--- src/rtl/encoder_8_3_rr.sv ---
// encoder_8_3_rr
//
// Sequential 8-to-3 request encoder. Single-cycle request pulses on `req`
// are collected into a pending set; one 3-bit index per handshake is
// presented on {a,b,c} (a = MSB) for a downstream 3-to-8 decoder.
// Simultaneous requests are served round-robin (ROUND_ROBIN=1, search
// starts just after the last issued index) or by fixed priority
// (ROUND_ROBIN=0, lowest index first).
//
// Handshake: {a,b,c} is transferred on a rising edge where out_valid and
// out_ready are both high. While out_valid=1 and out_ready=0 the index and
// out_valid hold steady for as long as the consumer stalls. out_ready has
// no effect while out_valid=0.
//
// Ports:
//   clk        in   1  clock, all state updates on the rising edge
//   rst        in   1  synchronous active-high reset
//   req        in   8  request pulses, bit i requests index i
//   out_ready  in   1  consumer accepts the held index this cycle
//   out_valid  out  1  {a,b,c} holds a valid index
//   a, b, c    out  1  issued index bits 2, 1, 0
//   pending    out  8  accepted, not-yet-issued requests
//   overflow   out  1  sticky: a request hit an already pending bit

module encoder_8_3_rr #(
    parameter bit ROUND_ROBIN = 1'b1
) (
    input  logic       clk,
    input  logic       rst,
    input  logic [7:0] req,
    input  logic       out_ready,
    output logic       out_valid,
    output logic       a,
    output logic       b,
    output logic       c,
    output logic [7:0] pending,
    output logic       overflow
);

    logic [2:0] last;       // last issued index, round-robin search origin
    logic [7:0] cand;       // requests eligible for selection this cycle
    logic       slot_free;  // output register may be loaded this edge
    logic       found;      // cand is non-empty
    logic [2:0] sel;        // selected index
    logic [2:0] idx;        // scan position

    assign cand      = pending | req;
    assign slot_free = !out_valid || out_ready;

    always_comb begin
        found = 1'b0;
        sel   = 3'd0;
        idx   = 3'd0;
        if (ROUND_ROBIN) begin
            // Scan last+1 .. last+8 modulo 8, so `last` itself is tried last.
            for (int k = 1; k <= 8; k++) begin
                idx = last + 3'(k);
                if (!found && cand[idx]) begin
                    found = 1'b1;
                    sel   = idx;
                end
            end
        end else begin
            for (int k = 0; k < 8; k++) begin
                if (!found && cand[k]) begin
                    found = 1'b1;
                    sel   = 3'(k);
                end
            end
        end
    end

    always_ff @(posedge clk) begin
        if (rst) begin
            out_valid <= 1'b0;
            {a, b, c} <= 3'b000;
            pending   <= 8'h00;
            overflow  <= 1'b0;
            last      <= 3'd7;  // first round-robin search starts at index 0
        end else begin
            // A request for the index sitting in the output register is not
            // pending, so it does not count as overflow here.
            overflow <= overflow | (|(req & pending));
            if (slot_free) begin
                if (found) begin
                    {a, b, c} <= sel;
                    out_valid <= 1'b1;
                    last      <= sel;
                    // A request selected in its arrival cycle never lands
                    // in pending.
                    pending   <= cand & ~(8'b1 << sel);
                end else begin
                    out_valid <= 1'b0;
                    pending   <= 8'h00;
                end
            end else begin
                pending <= cand;
            end
        end
    end

endmodule
--- config.mk ---
export PLATFORM = sky130hd
export DESIGN_NAME = encoder_8_3_rr
export DESIGN_NICKNAME = d
export VERILOG_FILES = /design/src/rtl/encoder_8_3_rr.sv
export SDC_FILE = /design/constraint.sdc
export NUM_CORES = 1
export LEC_CHECK = 0
export ABC_AREA = 1
export CORE_ASPECT_RATIO = 1.2
export CORE_MARGIN = 8
export CORE_UTILIZATION = 40
export DETAILED_ROUTE_END_ITERATION = 8
export DONT_BUFFER_PORTS = 1
export PLACE_DENSITY = 0.59
export SYNTH_ARGS = -nofsm -noshare
export SYNTH_HDL_FRONTEND = slang
export SYNTH_SLANG_ARGS = --single-unit
--- constraint.sdc ---
create_clock -name clk -period 2.4 [get_ports clk]
set_input_delay 0.24 -clock clk [delete_from_list [all_inputs] [get_ports clk]]
set_output_delay 0.24 -clock clk [all_outputs]
set_load 0.1 [all_outputs]
Word-level counts from Yosys, hierarchy flattened
Cells that the tools add are included.
Operators by class
  bitwise operators: 5
  order comparisons: 8
  multiplexer cells: 35
  reduce and logical (&&, ||, !) cells: 18
  shift-type cells: 1
  add/sub/neg operators: 7
Operator list (count)
  $lt 3x4->1 const B: 8
  $bmux 1 s3: 8
  $mux 3: 8
  $mux 1: 17
  $and 8x8->8: 2
  $mux 8: 2
  $add 3x3->3 const B: 4
  $logic_not 1->1: 8
  $not 8->8: 1
  $or 8x8->8: 1
  $reduce_or 8->1: 1
  $shl 1x3->8 const A: 1
  $logic_and 1x1->1: 7
  $add 3x2->3 const B: 2
  $add 3x1->3 const B: 1
  $reduce_and 2->1: 1
  $logic_or 1x1->1: 1
  $or 1x1->1: 1
Storage, ports and cells
  logic and storage cells: 81
  bits in registers: 16

Depth between registers and ports, before layout
  word-level depth: 30
  mapped depth: 19

Worst setup path after synthesis
OpenSTA, ideal clock, no wires.
  kind: register -> register
  from: register last[0]
  to: register last[1]
  cell stages (with the launch flop): 18
  required time: 2.273 ns
  clock period less this slack: 2.458 ns
  arrival time: 2.331 ns
  library setup time: 0.127 ns
  setup slack: -0.058 ns
  cell sequence: dfxtp_1 -> inv_2 -> buf_6 -> ha_1 -> buf_2 -> inv_1 -> nand3_1 -> nand3_2 -> nand2_2 -> nand3_4 -> nor2_4 -> nand3_2 -> nor2_4 -> nand3_2 -> nand2_4 -> inv_2 -> nand2_1 -> o211ai_1
Between the ends
  word-level cells in the longest chain between the ends: 26
  elaborated cells between the ends (all ways): 54
  those cells by class: add/sub: 7; mux: 32; reduce/logical: 15
Ends and longest elaborated chain
  start: declaration: line 40  | logic [2:0] last;
  start signal: assignment: line 88  | last <= sel;
  $add 3x1->3: line 57  | idx = last + 3'(k);
  $bmux 1 s3: line 58  | if (!found && cand[idx]) begin
  $mux 1 (implied by the code): line 58
  $mux 1: line 58
  $logic_not 1->1: line 58
  $logic_and 1x1->1: line 58
  $mux 1: line 58
  $logic_not 1->1: line 58
  (+10 left out)
  $mux 1: line 58
  $logic_not 1->1: line 58
  $logic_and 1x1->1: line 58
  $mux 1: line 58
  $logic_not 1->1: line 58
  $logic_and 1x1->1: line 58
  $mux 1: line 58
  $reduce_and 2->1 (no line)
Several ways; a longest one is shown, not always the timed one. The select of a mux whose other input is x is not followed.
A chain may end at the register's enable or synchronous reset.

Worst setup path in the final report
  from: register last[0]
  to: register last[0]
The elaborated chain is that of the path after synthesis.

==> impl_metrics.csv <==
group,metric,value,unit
clock_network,numClockSinks,16,
detailed_routing,ant_nets,0,
logic_synthesis,synth.distinct_cells,29,
detailed_routing,vias,1691,
detailed_routing,wl_per_cell,14.3,µm
floorplanning,initial_core_util,40.7,%
detailed_routing,drc_errors,0,
floorplanning,rows,25,
detailed_routing,dr.pass1.iters,4,
hold_path,hold_class,"in2reg",
logic_synthesis,synth_top_area_cell,"dfxtp_1",
clock_network,clk_pin_slew,60,ps
critical_path,criticalPathCategory,"reg2reg",
clock_network,cts_tree,"yes",
layout,drive_gt1_share,37.1,%
sta,min_period,2390,ps
clock_network,clock_latency,250,ps
clock_network,root_buffer,"clkbuf_8",
layout,diodes,0,
placed_design,hpwl,3690,µm
critical_path,slowest_delay,370,ps
sta,slew_headroom,78.7,%
sta,fin_tns_setup,0,ps
layout,syn_to_final_growth,28.7,%
logic_synthesis,avgSynthCellArea,6.32,µm²
logic_synthesis,synthCells,250,
logic_synthesis,ys.flop_type,"dfxtp_1",
placed_design,gp_congestion,0.937,
clock_network,htreeDepth,1,
placed_design,io_buffers,0,
floorplanning,chipHeight,84.9,µm
sta,finalHoldViolCount,0,
logic_synthesis,ys_async_sr_fraction,0,%
grt,antenna_found_initial,0,
sta,finalSetupViolCount,0,
floorplanning,core,3880,µm²
grt,grt_pass1_wl,7360,µm
sta,rsz0062_at_grt,"yes",
critical_path,cp.required,2510,ps
critical_path,cpMostUsedCell,"nand3_2",
grt,grt.total_usage,15.0,%
layout,n_fill_cell,407,
critical_path,worstPathArrival,2500,ps
logic_synthesis,syn_area,1580,µm²
floorplanning,io_pins,24,
floorplanning,fp.dieArea,6230,µm²
critical_path,path_cells,"inv_2 > ha_4 > inv_1 > nand3_2 > nand3_2 > nand2_4 > nand3_4 > nor2_4 > nand3_2 > nor2_4 > nand3_2 > nand2_4 > inv_2 > nand2_1 > o211ai_1",
grt,grt_max_degree,15,
critical_path,startpoint_type,"register",
critical_path,crit_slowest_cell,"dfxtp_4",
sta,tightestPinTransition,317,ps
sta,fin_crit_sh,99.8,%
logic_synthesis,yosysWarnings,0,
clock_network,clockBufferDepth,2,
critical_path,crit_fanout,7,
layout,layout_commonest_cell,"nand2_1",
layout,final_nets,292,
sta,fin_worst_skew,1.69,ps
sta,fmax,418,MHz
clock_network,cts_buffers,3,
grt,grt_pass1_vias,1594,
clock_network,hold_buffers,0,
detailed_routing,vias_per_cell,5.09,
logic_synthesis,synth_edf_count,0,
status,status,"complete, no violations",
floorplanning,die_w,73.4,µm
logic_synthesis,synth-seq-cells,16,
job,cap_violations,0,
logic_synthesis,ys_seq_area_share,20.3,%
layout,most-common-layout-cells,"nand2_1 (70), nor2_1 (32), nand3_1 (28)",
logic_synthesis,synth.top_cells.by_area,"dfxtp_1 (20%), nand2_1 (18%), nand3_1 (11%), nor2_1 (9.7%), nand3_2 (7.6%)",
critical_path,crit_path_end_kind,"register",
detailed_routing,totalWireLength,4740,µm
logic_synthesis,synth_nets,263,
detailed_routing,first_iter_violations,99,
sta,drv_slew,0,
logic_synthesis,synth_top_area_share,20.3,%
grt,overflow,0,
## layout make-up
| type | instances | area [µm²] | area share (%) |
|---|---|---|---|
| Multi-Input combinational cell | 203 | 1240 | 61.1 |
| Timing Repair Buffer | 29 | 238 | 11.7 |
| Tap cell | 54 | 67.6 | 3.32 |
| Sequential cell | 16 | 333 | 16.4 |
| Clock buffer | 4 | 55.1 | 2.71 |
| Inverter | 26 | 97.6 | 4.80 |
## per-layer routing
metal	global-route usage, %	part of all wire (%)
met1	17.1	43
met2	26.1	50
met3	2.83	5.0
met4	6.74	2.9
met5	0	0
## final timing paths
path	startpoint	to	slack (ps)	depth (start not counted)
worst max register to register	last[0]	last[0]	6	15
worst max-delay path	last[0]	last[0]	6	15
worst min-delay path	rst	c	50	1
worst min register to register	a	a	490	2
## kinds of logic (layout without fill, tap and decap cells)
family          after synthesis  count (layout)  share of synthesized area [%]
flops                        16              16                           20.3
compound gates               14              14                           7.28
fa+ha+maj                     2               2                           1.58
xor+xnor                      3               3                           4.51
simple gates                184             184                           57.0
buf+inv                      31              59                           9.34
## synth_stat cells, types with 2 or more instances
| cell | instances |
|---|---|
| nand2_1 | 76 |
| o211ai_1 | 3 |
| dfxtp_1 | 16 |
| a21oi_1 | 5 |
| xor2_4 | 2 |
| ha_1 | 2 |
| nor2_4 | 2 |
| buf_6 | 4 |
| nand3_2 | 12 |
| inv_1 | 17 |
| inv_2 | 7 |
| nand4_1 | 5 |
| nor2_1 | 41 |
| nand3_1 | 35 |
| nand2_2 | 6 |
| a21oi_4 | 2 |
| clkinv_1 | 2 |
| nand2_4 | 2 |
## worst max-delay path: cells and delay by family, from the launching register on
family	cells	cell delay (ps)
AND/OR/NAND/NOR	10	1260
flip-flops	1	370
adder cells (fa/ha/maj)	1	260
buffers and inverters	3	230
AO/OA/AOI/OAI	1	130
## timing repair
action | in CTS | in global routing
buffers inserted | 0 | 3
pin swaps | 1 | 11
cloned | 0 | 0
gates resized for setup | 8 | 26
setup endpoints to repair | 6 | 14
## through the flow
step / setup slack, ps / instances / area [µm²] / utilization [%] / hold WS (ps)
finish: 5.95 / 332 / 2030 / 52.4 / 50.0
global route: -92.9 / 332 / 2030 / 52.4 / 37.5
CTS: -9.47 / 329 / 1900 / 49.0 / 41.3
detailed placement: -33.2 / 325 / 1810 / 46.8 / 315
global placement: -98.3 / 325 / 1810 / 46.8 / 314
floorplan: 0.0524 / 250 / 1590 / - / 309
## state kept, by name, indices dropped and copies added (netlist names)
register,flops
pending,8
last,3
a,1
b,1
c,1
out_valid,1
overflow,1
Power is not shown: default switching activity piles up to over one toggle a cycle in this logic, so the estimate is an artifact.
